### src/rtl/instr_byte_queue.sv
// Byte-granular instruction queue: 16-byte fetch lines in, head-aligned
// 16-byte decode window out, variable-length retire per cycle.
module instr_byte_queue #(
  parameter int LINE_BYTES  = 16,
  parameter int DEPTH_BYTES = 32,
  parameter int WIN_BYTES   = 16
) (
  input  logic                    clk,
  input  logic                    reset,
  input  logic                    flush,
  input  logic                    fetch_valid,
  input  logic [8*LINE_BYTES-1:0] fetch_line,
  output logic                    fetch_ready,
  output logic [8*WIN_BYTES-1:0]  dec_window,
  output logic [4:0]              dec_count,
  input  logic                    dec_consume,
  input  logic [3:0]              dec_len,
  output logic                    dec_err
);

  localparam int AW = $clog2(DEPTH_BYTES);
  localparam int CW = AW + 1;

  logic [7:0]    mem [DEPTH_BYTES];
  logic [AW-1:0] head;
  logic [AW-1:0] tail;
  logic [CW-1:0] count;
  logic [CW-1:0] count_next;
  logic          legal;
  logic          wr;
  logic          rd;

  assign fetch_ready = count <= CW'(LINE_BYTES);
  assign legal = (dec_len != 4'd0) && (CW'(dec_len) <= count);
  assign wr = fetch_valid & fetch_ready & ~flush;
  assign rd = dec_consume & ~flush & legal;

  always_comb begin
    count_next = count;
    if (wr) count_next = count_next + CW'(LINE_BYTES);
    if (rd) count_next = count_next - CW'(dec_len);
  end

  always_ff @(posedge clk or posedge reset) begin
    if (reset) begin
      head    <= '0;
      tail    <= '0;
      count   <= '0;
      dec_err <= 1'b0;
    end else if (flush) begin
      head    <= '0;
      tail    <= '0;
      count   <= '0;
      dec_err <= 1'b0;
    end else begin
      if (wr) tail <= tail + AW'(LINE_BYTES);
      if (rd) head <= head + AW'(dec_len);
      count   <= count_next;
      dec_err <= dec_consume & ~legal;
    end
  end

  // Storage needs no reset; the window masks bytes beyond count.
  always_ff @(posedge clk) begin
    if (wr) begin
      for (int i = 0; i < LINE_BYTES; i++) begin
        mem[tail + AW'(i)] <= fetch_line[8*(LINE_BYTES-1-i) +: 8];
      end
    end
  end

  always_comb begin
    dec_window = '0;
    for (int i = 0; i < WIN_BYTES; i++) begin
      if (CW'(i) < count) begin
        dec_window[8*(WIN_BYTES-1-i) +: 8] = mem[head + AW'(i)];
      end
    end
  end

  assign dec_count = (count > CW'(WIN_BYTES)) ? 5'(WIN_BYTES)
                                              : 5'(count);

endmodule

### config.mk
export PLATFORM = sky130hd
export DESIGN_NAME = instr_byte_queue
export DESIGN_NICKNAME = d
export VERILOG_FILES = /design/src/rtl/instr_byte_queue.sv
export SDC_FILE = /design/constraint.sdc
export NUM_CORES = 1
export LEC_CHECK = 0
export ABC_AREA = 1
export BUFFER_PORTS_ARGS = -buffer_cell sky130_fd_sc_hd__buf_2
export CORE_UTILIZATION = 44
export DETAILED_ROUTE_END_ITERATION = 8
export PLACE_DENSITY = 0.67
export SLEW_MARGIN = 40
export SYNTH_ARGS = -nofsm -noshare
export SYNTH_HDL_FRONTEND = slang
export SYNTH_SLANG_ARGS = --single-unit
### constraint.sdc
create_clock -name clk -period 5.8 [get_ports clk]
set_input_delay 0.29 -clock clk [delete_from_list [all_inputs] [get_ports clk]]
set_output_delay 0.29 -clock clk [all_outputs]
set_load 0.03 [all_outputs]
==> impl_metrics.prom <==
# TYPE chip_impl_metric gauge
chip_impl_info{name="hold_path.startpoint",value="dec_consume"} 1
chip_impl_metric{name="critPathArrivalTime",unit="ns"} 4.50
chip_impl_metric{name="final_nets",unit=""} 4027
chip_impl_info{name="ordered_cell_list_for_the_critical_path",value="inv_4, buf_4, ha_1, nor2_1, nor2_2, buf_4, inv_1, nand3_1, nand3_1, a21oi_1, buf_2"} 1
chip_impl_metric{name="die_w",unit="um"} 239
chip_impl_metric{name="timing.final.max_slew_violations",unit=""} 0
chip_impl_metric{name="place_area",unit="um^2"} 26500
chip_impl_metric{name="place_congestion",unit=""} 1.15
chip_impl_metric{name="rrSetupSlack",unit="ns"} 1.92
chip_impl_metric{name="vias_per_cell",unit=""} 6.70
chip_impl_info{name="worstReg2RegEnd",value="mem[13][6]"} 1
chip_impl_metric{name="report.final.setup_viol",unit=""} 0
chip_impl_metric{name="clock_tree.htree_level_count",unit=""} 1
chip_impl_metric{name="final_area",unit="um^2"} 27600
chip_impl_metric{name="total_vias_in_the_final_route",unit=""} 31100
chip_impl_metric{name="yosys.area.top_type_share",unit=""} 0.311
chip_impl_metric{name="tightest_slew",unit="ns"} 0.955
chip_impl_metric{name="grt_antenna_before_repair",unit=""} 8
chip_impl_metric{name="tritoncts.num_buffers",unit=""} 30
chip_impl_metric{name="rows",unit=""} 86
chip_impl_info{name="tritoncts",value="yes"} 1
chip_impl_metric{name="timing.fmax",unit="GHz"} 0.209
chip_impl_metric{name="combined_area_of_all_synthesized_cells",unit="um^2"} 24700
chip_impl_info{name="synth.cells.most_frequent",value="1492 x sky130_fd_sc_hd__nand3_1, 816 x sky130_fd_sc_hd__nand2_1, 256 x sky130_fd_sc_hd__edfxtp_1"} 1
chip_impl_metric{name="initial_core_utilization",unit=""} 0.447
chip_impl_metric{name="io_buffer_count",unit=""} 271
chip_impl_metric{name="area_growth_syn_to_layout",unit="%"} 11.5
chip_impl_info{name="endpoint_kind",value="output pin"} 1
chip_impl_metric{name="route.detailed.wl_per_inst",unit="um"} 32.9
chip_impl_metric{name="grt_first_pass_wirelength",unit="um"} 207000
chip_impl_metric{name="mappedNetlistNets",unit=""} 3935
chip_impl_metric{name="sum_neg_setup_slack",unit="ns"} 0
chip_impl_metric{name="maxCapViolations",unit=""} 0
chip_impl_info{name="cp-start-kind",value="flip-flop"} 1
chip_impl_metric{name="vdd_drop_max",unit="uV"} 283
chip_impl_metric{name="dr.pass1.iters",unit=""} 9
chip_impl_metric{name="syn_area_per_cell",unit="um^2"} 6.56
chip_impl_info{name="hold_path_class",value="in -> reg"} 1
chip_impl_metric{name="drtAntennaViolNets",unit=""} 0
chip_impl_metric{name="max_slew_margin",unit=""} 0.363
chip_impl_metric{name="finClkSkew",unit="ns"} 0.0126
chip_impl_metric{name="cts_buffer_depth",unit=""} 3
chip_impl_metric{name="synthesis.instances",unit=""} 3769
chip_impl_metric{name="postSynthRegisterBits",unit=""} 269
chip_impl_metric{name="detailed_place_hpwl",unit="um"} 117000
chip_impl_metric{name="clkTransAtPathRegs",unit="ns"} 0.06
chip_impl_metric{name="top_level_i_o_count",unit=""} 272
chip_impl_metric{name="final_min_period_over_clock_period",unit=""} 0.826
chip_impl_info{name="violations_in_the_final_reports",value="DRC"} 1
chip_impl_metric{name="drc_violations_left",unit=""} 5
chip_impl_metric{name="grt.overflow.total",unit=""} 0
chip_impl_info{name="yosysTopAreaCell",value="sky130_fd_sc_hd__edfxtp_1"} 1
chip_impl_info{name="rsz0062_at_grt",value="false"} 1
chip_impl_info{name="synthTopCellsByArea",value="sky130_fd_sc_hd__edfxtp_1 31%, sky130_fd_sc_hd__nand3_1 30%, sky130_fd_sc_hd__nand2_1 12%"} 1
chip_impl_info{name="synth_most_common_cell",value="sky130_fd_sc_hd__nand3_1"} 1
chip_impl_metric{name="yosys.cell_types.count",unit=""} 37
chip_impl_info{name="cpMaxStageDelayCell",value="sky130_fd_sc_hd__dfrtp_4"} 1
chip_impl_metric{name="critical_path.max_fanout",unit=""} 58
chip_impl_metric{name="clk-insertion-delay-late",unit="ns"} 0.62
chip_impl_metric{name="hold_path_depth",unit=""} 4
chip_impl_metric{name="finalWorstPathRequiredPeriod",unit="ns"} 4.79
chip_impl_metric{name="coreArea",unit="um^2"} 55300
chip_impl_metric{name="dieArea",unit="um^2"} 57100
chip_impl_info{name="critical_path.reg2reg.startpoint",value="count[1]"} 1
chip_impl_metric{name="synth.yosys.warnings",unit=""} 0
chip_impl_metric{name="dp_slack",unit="ns"} 1.75
chip_impl_metric{name="synth-async-reset-ratio",unit=""} 0.0483
chip_impl_info{name="critPathKind",value="reg -> out"} 1
chip_impl_metric{name="power_density_relative_to_cell_area",unit="nW/um^2"} 545
chip_impl_metric{name="grt_max_degree",unit=""} 193
chip_impl_info{name="dominantRegCellSynth",value="sky130_fd_sc_hd__edfxtp_1"} 1
chip_impl_info{name="cell_family_with_most_cp_delay",value="buffers and inverters"} 1
chip_impl_metric{name="cts_resized",unit=""} 0
chip_impl_metric{name="critical_path_buf_inv_count",unit=""} 5
chip_impl_metric{name="number_of_global_route_vias_before_repair",unit=""} 27500
chip_impl_metric{name="synth-edff-count",unit=""} 256
chip_impl_metric{name="drt_first_iter_violations",unit=""} 5887
chip_impl_metric{name="global_route.usage.total",unit=""} 0.523
chip_impl_metric{name="drive_above_1_share",unit=""} 0.120
chip_impl_metric{name="worst_ep_required_time",unit="ns"} 5.51
chip_impl_info{name="hold_path_end",value="dec_err"} 1
chip_impl_metric{name="worst_reg_to_reg_path_cell_count",unit=""} 8
chip_impl_metric{name="portion_of_the_post_synthesis_area_used_by_sequential_elements",unit=""} 0.324
chip_impl_metric{name="dieHeight",unit="um"} 239
chip_impl_info{name="cts.root.buffer_cell",value="sky130_fd_sc_hd__clkbuf_16"} 1
chip_impl_metric{name="final_hold_viol_count",unit=""} 0
chip_impl_metric{name="postLayoutSetupSlackWorst",unit="ns"} 1.01
chip_impl_metric{name="leakage_power_summed_over_all_cells",unit="nW"} 12.1
chip_impl_metric{name="crit_path_max_incr_delay",unit="ns"} 0.62
chip_impl_metric{name="routed_wl",unit="um"} 153000
chip_impl_info{name="outcome",value="finished, violations left"} 1
chip_impl_metric{name="clock_sink_count",unit=""} 269
-- registers in the layout, summed over array words and instances, names as in the netlist --
| name | count |
|---|---|
| head | 5 |
| dec_err | 1 |
| tail | 1 |
| mem | 256 |
| count | 6 |
-- stage by stage --
stage,hold slack [ns],instances,total power [W],utilization
3_5_place_dp,0.379,4570,0.0125,0.479
5_1_grt,0.0322,4637,0.0155,0.498
4_1_cts,0.00382,4631,0.0144,0.497
3_3_place_gp,0.372,4567,0.0125,0.476
6_report,0.0121,4639,0.0150,0.498
2_1_floorplan,0.167,3769,0.00897,-
-- tightest hold or removal path, stage by stage --
cell and delay [ns]:
sky130_fd_sc_hd__buf_2 0.09, sky130_fd_sc_hd__inv_1 0.04, sky130_fd_sc_hd__nor2_1 0.04, sky130_fd_sc_hd__a21boi_0 0.11
-- timing repair --
item | 4_1_cts | 5_1_grt
setup buffers | 0 | 0
hold buffers | 6 | 0
endpoints found under the hold margin | 22 | 0
setup endpoints to repair | 0 | 0
-- layout make-up --
class | count | area, um^2
Antenna cell | 7 | 17.5
Sequential cell | 269 | 8020
Multi-Input combinational cell | 2981 | 14700
Tap cell | 748 | 936
Fill cell | 5939 | 27700
Inverter | 229 | 878
Timing Repair Buffer | 350 | 2050
Clock buffer | 32 | 758
Clock inverter | 23 | 219
-- how the worst max path moves through the flow --
stage             from              to  cells after the start
2_1_floorplan  head[1]  dec_window[16]                     12
3_3_place_gp   head[1]  dec_window[66]                     14
5_1_grt        head[1]  dec_window[79]                     10
3_5_place_dp   head[1]  dec_window[66]                     14
6_report       head[1]   dec_window[8]                     11
4_1_cts        head[1]  dec_window[66]                     14
-- where the power goes --
part,switching (W),internal (W)
Clock,0.000869,0.00108
Combinational,0.00774,0.00262
Sequential,0.000352,0.00237
Total,0.00896,0.00607
-- logic make-up after synthesis --
logic type / Yosys count / synth area share
AOI/OAI and AO/OA: 489 / 0.108
adders and majority gates: 29 / 0.0153
and+or+nand+nor: 2445 / 0.454
buffers and inverters: 519 / 0.0907
DFF: 269 / 0.324
xor gates and xnor gates: 18 / 0.00820
-- layer usage --
| metal | up-vias | global-route usage | share of wire |
|---|---|---|---|
| met2 | 2541 | 0.701 | 0.38 |
| li1 | 13400 | - | - |
| met1 | 14500 | 0.636 | 0.35 |
| met4 | 8 | 0.434 | 0.10 |
| met5 | - | 0.0173 | 0.0011 |
| met3 | 596 | 0.231 | 0.16 |
-- layout by cell type (no fill, tap or decap), types with 25 or more instances in the layout --
cell,instances
sky130_fd_sc_hd__nand3_1,1492
sky130_fd_sc_hd__a21oi_1,124
sky130_fd_sc_hd__buf_4,62
sky130_fd_sc_hd__nor2_1,87
sky130_fd_sc_hd__ha_1,25
sky130_fd_sc_hd__edfxtp_1,256
sky130_fd_sc_hd__buf_2,271
sky130_fd_sc_hd__inv_1,214
sky130_fd_sc_hd__clkbuf_16,30
sky130_fd_sc_hd__o211ai_1,81
sky130_fd_sc_hd__o21ai_0,249
sky130_fd_sc_hd__nand2_1,816
Note: power is estimated with default switching activity, not from simulation.
